[src/rtl/dff_scoreboard.sv]
// In-order hardware scoreboard: expected values queue in a circular FIFO and each
// observed sample pops the oldest entry, compares it, and updates counters and flags.
module dff_scoreboard #(
   parameter int WIDTH        = 4,
   parameter int DEPTH        = 16,
   parameter int CNT_W        = 16,
   parameter int MAX_MISMATCH = 5
) (
   input  logic                       clk,
   input  logic                       rst_n,
   input  logic                       clear,
   input  logic                       exp_valid,
   input  logic [WIDTH-1:0]           exp_data,
   input  logic                       obs_valid,
   input  logic [WIDTH-1:0]           obs_data,
   output logic [$clog2(DEPTH+1)-1:0] level,
   output logic                       match_pulse,
   output logic                       mismatch_pulse,
   output logic [WIDTH-1:0]           last_exp,
   output logic [WIDTH-1:0]           last_obs,
   output logic [CNT_W-1:0]           matched_cnt,
   output logic [CNT_W-1:0]           mismatched_cnt,
   output logic                       fail,
   output logic                       underflow,
   output logic                       overflow
);

   localparam int LW = $clog2(DEPTH+1);
   localparam int AW = $clog2(DEPTH);

   typedef enum logic {ST_RUN, ST_FAIL} state_t;

   state_t            state, state_next;
   logic [WIDTH-1:0]  mem [DEPTH];
   logic [AW-1:0]     rd_ptr, wr_ptr;

   logic              pop, push, drop, under_ev;
   logic              is_match, is_mis;
   logic [WIDTH-1:0]  head;
   logic [CNT_W-1:0]  mis_next, match_next;

   function automatic logic [CNT_W-1:0] sat_inc(input logic [CNT_W-1:0] c);
      return (c == '1) ? c : c + 1'b1;
   endfunction

   // Push/pop qualification; clear masks both ports for the cycle
   always_comb begin
      head       = mem[rd_ptr];
      pop        = obs_valid && !clear && (level != '0);
      under_ev   = obs_valid && !clear && (level == '0);
      push       = exp_valid && !clear && ((level != LW'(DEPTH)) || pop);
      drop       = exp_valid && !clear && !push;
      is_match   = pop && (head == obs_data);
      is_mis     = under_ev || (pop && (head != obs_data));
      match_next = is_match ? sat_inc(matched_cnt)    : matched_cnt;
      mis_next   = is_mis   ? sat_inc(mismatched_cnt) : mismatched_cnt;
   end

   always_comb begin
      state_next = state;
      if (clear)
         state_next = ST_RUN;
      else if ((state == ST_RUN) && is_mis && (mis_next == CNT_W'(MAX_MISMATCH)))
         state_next = ST_FAIL;
   end

   always_ff @(posedge clk or negedge rst_n) begin
      if (!rst_n)
         state <= ST_RUN;
      else
         state <= state_next;
   end

   assign fail = (state == ST_FAIL);

   // Storage has no reset: rst_n/clear discard entries by resetting the pointers
   always_ff @(posedge clk) begin
      if (push)
         mem[wr_ptr] <= exp_data;
   end

   always_ff @(posedge clk or negedge rst_n) begin
      if (!rst_n) begin
         rd_ptr <= '0;
         wr_ptr <= '0;
         level  <= '0;
      end else if (clear) begin
         rd_ptr <= '0;
         wr_ptr <= '0;
         level  <= '0;
      end else begin
         if (push)
            wr_ptr <= wr_ptr + 1'b1;
         if (pop)
            rd_ptr <= rd_ptr + 1'b1;
         case ({push, pop})
            2'b10:   level <= level + 1'b1;
            2'b01:   level <= level - 1'b1;
            default: level <= level;
         endcase
      end
   end

   // Compare result stage: visible the cycle after obs_valid is sampled
   always_ff @(posedge clk or negedge rst_n) begin
      if (!rst_n) begin
         match_pulse    <= 1'b0;
         mismatch_pulse <= 1'b0;
         last_exp       <= '0;
         last_obs       <= '0;
         matched_cnt    <= '0;
         mismatched_cnt <= '0;
         underflow      <= 1'b0;
         overflow       <= 1'b0;
      end else if (clear) begin
         match_pulse    <= 1'b0;
         mismatch_pulse <= 1'b0;
         last_exp       <= '0;
         last_obs       <= '0;
         matched_cnt    <= '0;
         mismatched_cnt <= '0;
         underflow      <= 1'b0;
         overflow       <= 1'b0;
      end else begin
         match_pulse    <= is_match;
         mismatch_pulse <= is_mis;
         matched_cnt    <= match_next;
         mismatched_cnt <= mis_next;
         if (obs_valid) begin
            last_exp <= pop ? head : '0;
            last_obs <= obs_data;
         end
         if (under_ev)
            underflow <= 1'b1;
         if (drop)
            overflow <= 1'b1;
      end
   end

endmodule

[config.mk]
export PLATFORM = sky130hd
export DESIGN_NAME = dff_scoreboard
export DESIGN_NICKNAME = d
export VERILOG_FILES = /design/src/rtl/dff_scoreboard.sv
export SDC_FILE = /design/constraint.sdc
export NUM_CORES = 1
export LEC_CHECK = 0
export CAP_MARGIN = 15
export CORE_ASPECT_RATIO = 1.2
export CORE_MARGIN = 4
export CORE_UTILIZATION = 50
export CTS_CLUSTER_SIZE = 10
export DETAILED_ROUTE_END_ITERATION = 7
export PLACE_DENSITY = 0.87
export SETUP_SLACK_MARGIN = 0.15
export SKIP_LAST_GASP = 1
export SYNTH_ARGS = -nofsm -noshare
export SYNTH_HDL_FRONTEND = slang
export SYNTH_SLANG_ARGS = --single-unit
[constraint.sdc]
create_clock -name clk -period 2.62 [get_ports clk]
set_clock_uncertainty 0.05 [all_clocks]
set_input_delay 0.524 -clock clk [delete_from_list [all_inputs] [get_ports clk]]
set_output_delay 0.524 -clock clk [all_outputs]
set_load 0.01 [all_outputs]
# Yosys cells after proc, flatten, opt, wreduce, memory -nomap -nowiden
# Memories as Yosys holds them, arrays and structs flattened.
# Cells that the tools add are included.
# word_totals
n_memories	1
ramBits	64
output_inout_bits	50
inputBits	13
elab_cells	81
regBits	58
# mem_list
name	words	width	rd	rd_ports_with_merged_regs	write_ports	line_no	text
mem	16	4	1	0	1	34	logic [WIDTH-1:0] mem [DEPTH];
# op_classes
n_reduce_logical	25
eq_ne	9
mux	27
add_sub_neg	6
bitwise_logic	1
# ops
cell	n
$mux W16	6
$mux W4	9
$add A16 B1 Y16 const B	2
$eq A16 B16 Y1 const B	2
$eq A16 B3 Y1 const B	1
$reduce_bool A2 Y1	7
$logic_and A1 B1 Y1	10
$mux W1	10
$pmux W5 S2	1
$add A4 B1 Y4 const B	2
$add A5 B1 Y5 const B	1
$logic_not A5 Y1	1
$mux W5	1
$ne A5 B5 Y1 const B	1
$reduce_bool A5 Y1	1
$sub A5 B1 Y5 const B	1
$eq A4 B4 Y1	1
$ne A4 B4 Y1	1
$reduce_bool A3 Y1	1
$eq A2 B1 Y1 const B	1
$eq A2 B2 Y1 const B	1
$logic_not A1 Y1	2
$logic_or A1 B1 Y1	2
$ne A2 B2 Y1 const B	1
other kinds (2)	2

# Logic depth before layout (Yosys ltp)
# logic_depth
ltp_word	10
ltp_mapped	13
mapped_depth_nobuf	12

# Worst setup path before layout
# Ideal clock, no wire load.
# synth_path
kind	register -> register
start	register rd_ptr[0]
end	register state (netlist: fail)
n_path_buf	2
required_ns	2.504
t_arrival_ns	2.644
setup_slack_ns	-0.139
stages_incl_launch_ff	12
synth_period_minus_slack_ns	2.759
setup_time_ns	0.066
path_cell_list	dfrtp_1 > buf_6 > mux4_2 > mux2_2 > xnor2_1 > o221ai_2 > a31oi_4 > a21oi_2 > buf_6 > nand4_2 > a2111oi_2 > a31o_1
# synth_via
elab_chain_len	8
word_cells_on_any_way	9
classes_between	eq/ne: 2; mux: 1; reduce/logical: 5; memory: 1
# synth_rtl
item	line_no	text
start, declared	35	logic [AW-1:0] rd_ptr, wr_ptr;
start signal, assigned	95	rd_ptr <= rd_ptr + 1'b1;
$mem_v2 Z16 W4 (*)	n/a	
$ne A4 B4 Y1 (*)	54	is_mis = under_ev || (pop && (head != obs_data));
$logic_and A1 B1 Y1 (*)	54	
$logic_or A1 B1 Y1 (*)	54	
$mux W16	56	mis_next = is_mis ? sat_inc(mismatched_cnt) : mismatched_cnt;
$eq A16 B3 Y1	63	else if ((state == ST_RUN) && is_mis && (mis_next == CNT_W'(MAX_MISMATCH)))
$logic_and A1 B1 Y1 (*)	63	
$reduce_bool A2 Y1 (no line) (*)	n/a	
end signal, assigned	71	state <= state_next;
end, declared	33	state_t state, state_next;
# Mark *: on every way between the ends. The rest lies on a longest branch, timed or not.
# A chain may end at the register's enable or synchronous reset.

# Worst setup path after layout
# Same ends and word-level chain as after synthesis.

==> results.sh <==
export IMPL_ys_seq_area_share_pct=56.2
export IMPL_slew_headroom_pct=47.9
export IMPL_clockBufferDepth=2
export IMPL_drive_gt1_share_pct=32.1
export IMPL_synth_edf_count=64
export IMPL_seq_power_share_pct=33.5
export IMPL_fin_crit_sh_pct=116
export IMPL_synth_compound_area_share_pct=7.37
export IMPL_cp_max_fo=8
export IMPL_ant_nets=0
export IMPL_nNetsFinal=702
export IMPL_worst_slack_ns=-0.414
export IMPL_fp_dieW_um=108
export IMPL_r2r_start="rd_ptr[0]$_DFFE_PN0P_"
export IMPL_detailed_place_area_um2=7510
export IMPL_num_fill_cells=639
export IMPL_max_freq_mhz=330
export IMPL_synthMuxAreaShare_pct=7.87
export IMPL_slew_viol_final=0
export IMPL_max_cap_violations=0
export IMPL_io_buffers=62
export IMPL_grt_pass1_vias=5123
export IMPL_wl_per_cell_um=21.5
export IMPL_p_int_mw=4.69
export IMPL_dpl_hpwl_um=10700
export IMPL_leakage_nw=3.38
export IMPL_synth_simple_area_share_pct=18.4
export IMPL_pre_cts_slack_ns=-0.375
export IMPL_async_flop_share_pct=47.5
export IMPL_violations="setup timing"
export IMPL_numCtsBuffers=17
export IMPL_antenna_found_initial=0
export IMPL_ys_flop_type="edfxtp_1"
export IMPL_critPathRequiredTime_ns=2.93
export IMPL_cts_sinks=122
export IMPL_grt_overflow=0
export IMPL_ir_drop_v=0.000499
export IMPL_rsz0062_at_grt="true"
export IMPL_criticalPathCategory="flip-flop to flip-flop"
export IMPL_hold_violations=0
export IMPL_synth_area_per_cell_um2=11.8
export IMPL_period_needed_ns=3.03
export IMPL_wirelength_um=18300
export IMPL_track_usage_pct=25.1
export IMPL_synth_fp_nets=532
export IMPL_pwr_share_clk_pct=37.7
export IMPL_drt_pass1_iterations=5
export IMPL_crit_family="compound AO/OA/AOI/OAI gates"
export IMPL_slowest_delay_ns=0.52
export IMPL_start_util_pct=51.5
export IMPL_fin_hold_ws_ns=0.224
export IMPL_cts_max_level=4
export IMPL_p_sw_mw=1.93
export IMPL_finalSetupViolCount=33
export IMPL_synthToLayoutAreaGrowth_pct=42.9
export IMPL_p_per_area_nw_per_um2=771
export IMPL_routed_via_count=5047
export IMPL_reg2reg_slack_ns=-0.41
export IMPL_drt_iter0_markers=437
export IMPL_path_cells="mux4_2, mux2_2, xnor2_1, o221ai_4, a31oi_4, a21oi_4, buf_12, buf_6, a311o_1, a22oi_2, a31o_1"
export IMPL_combPwrFrac_pct=28.9
export IMPL_fin_area_um2=8590
export IMPL_syn_area_um2=6010
export IMPL_hold_path_class="input pin to asynchronous set/reset pin"
export IMPL_core_rowCount=43
export IMPL_die_area_um2=13800
export IMPL_sw_frac_of_total_pct=29.1
export IMPL_tns_ns=-8.81
export IMPL_rr_worst_depth=11
export IMPL_synth_seq_cells=122
export IMPL_vias_per_cell=5.95
export IMPL_core_um2=11700
export IMPL_ios=63
export IMPL_synthXorXnorAreaFrac_pct=4.96
export IMPL_power_total_mw=6.62
export IMPL_synth_cell_types=60
export IMPL_cts_root_buffer="clkbuf_16"
export IMPL_postCtsHoldBufs=0
export IMPL_cp_num_buf_inv=2
export IMPL_grt_max_degree=59
export IMPL_multi_input_area_um2=2770
export IMPL_cpMaxStageDelayCell="mux4_2"
export IMPL_seq_area_um2=3380
export IMPL_status="finished, violations left"
export IMPL_drc=0
export IMPL_reg2reg_to="fail$_DFFE_PN0P_"
export IMPL_tightest_slew_ns=0.782
export IMPL_synth_top_family_by_area="simple AND/OR/NAND/NOR gates"
export IMPL_synth_adder_area_share_pct=2.42
export IMPL_crit_arrival_ns=3.34
export IMPL_end_kind="flip-flop"
export IMPL_cts_tree="built"
export IMPL_place_gp_congestion=0.885
export IMPL_syn_inst=508
export IMPL_ys_warn_count=0
export IMPL_die_h_um=128
export IMPL_diodes=0
export IMPL_insertion_delay_ns=0.42
export IMPL_grt_pass1_wl_um=26200
export IMPL_clkSlewWorstSetupHoldPaths_ns=0.06
export IMPL_cp_start_kind="flip-flop"
-- area by class of cell --
| cell class | instances | share of cell area (%) |
|---|---|---|
| clock inverters | 15 | 2.32 |
| clock buffers | 17 | 4.95 |
| repair buffers | 172 | 18.4 |
| inverters | 9 | 0.393 |
| well taps | 157 | 2.29 |
| flip-flops and latches | 122 | 39.3 |
| multi-input cells | 356 | 32.3 |
-- worst reg2reg max path: cells and delay by family (launching register included) --
family	cells	cell delay [ns]
flip-flops	1	0.45
multiplexers	2	0.82
XOR/XNOR	1	0.27
AO/OA/AOI/OAI	6	1.11
buffers and inverters	2	0.28
-- cell usage after synthesis (8+ instances only) --
cell type  number  area share [%]
xnor2_1        15             2.2
nor2b_1        10             1.0
nand3_1        21             1.7
dfrtp_1        58              24
nor3_2          8             1.3
nor3_1         10            0.83
nor2_1         68             4.2
ha_1           10             2.1
mux2i_1        27             4.5
or3_1           8            0.83
xor2_1         19             2.8
nand2_1        40             2.5
edfxtp_1       64              32
a21oi_1        20             1.7
mux4_2          8             3.0
o21ai_0         9            0.75
and3_1         13             1.4
clkbuf_1        9            0.56
inv_1           8            0.50
-- layer usage --
layer	GRT usage, %	vias up	share of wire, %
li1	-	2190	-
met1	27.4	2505	35
met2	45.8	279	55
met3	6.25	73	6.7
met4	10.6	0	3.8
met5	0	-	0
-- worst max-delay path by stage --
stage | cells past startpoint | slack, ns | endpoint | startpoint
after global routing | 9 | -0.50 | matched_cnt[4]$_DFFE_PN0P_ | rd_ptr[0]$_DFFE_PN0P_
final | 11 | -0.41 | fail$_DFFE_PN0P_ | rd_ptr[0]$_DFFE_PN0P_
after global placement | 9 | -0.36 | fail$_DFFE_PN0P_ | obs_data[3]
after floorplan | 10 | -0.09 | fail$_DFFE_PN0P_ | rd_ptr[1]$_DFFE_PN0P_
after CTS | 13 | -0.34 | fail$_DFFE_PN0P_ | rd_ptr[1]$_DFFE_PN0P_
after detailed placement | 9 | -0.38 | fail$_DFFE_PN0P_ | obs_data[3]
-- kinds of logic (layout without fill, tap and decap cells) --
logic type,Yosys count,in the layout
adder cells (fa/ha/maj),11,11
buffers and inverters,30,213
AND/OR/NAND/NOR,212,212
XOR/XNOR,34,34
AO/OA/AOI/OAI,62,62
multiplexers,37,37
flip-flops,122,122
-- metrics by stage --
step / util [%] / std cells
floorplan: - / 508
global placement: 64.3 / 800
detailed placement: 64.3 / 800
CTS: 71.2 / 839
global route: 73.5 / 848
finish: 73.5 / 848
-- repair_timing --
action,in CTS,in global routing
buffers inserted,7,9
gates cloned,0,1
gates resized for setup,27,37
pin swaps,23,25
setup endpoints to repair,36,73
-- sequential cells by signal (all words and copies together) (netlist names), 4 cells and up --
signal,flops
mem,64
matched_cnt,16
mismatched_cnt,16
level,5
last_exp,4
last_obs,4
rd_ptr,4
wr_ptr,4
-- cell usage in the layout (no fill, tap or decap), drive strengths merged, types with 12 or more instances in the layout --
cell	synthesis	final
nor2	68	68
xnor2	15	15
and3	13	13
nor3	18	18
clkbuf	9	18
xor2	19	19
mux2i	27	27
a21oi	21	21
nand3	21	21
dfrtp	58	58
o21ai	12	12
nand2	40	40
buf	12	111
clkdlybuf4s50	0	60
edfxtp	64	64
-- power by group through the flow --
stage	combinational, mW	clock (mW)	sequential, mW
final	1.91	2.50	2.22
after global routing	2.02	2.59	2.23
after CTS	1.67	2.50	2.21
after detailed placement	1.53	0	2.24
after global placement	1.47	0	2.23
after floorplan	0.741	0	2.27
(Power assumes the default switching activity.)
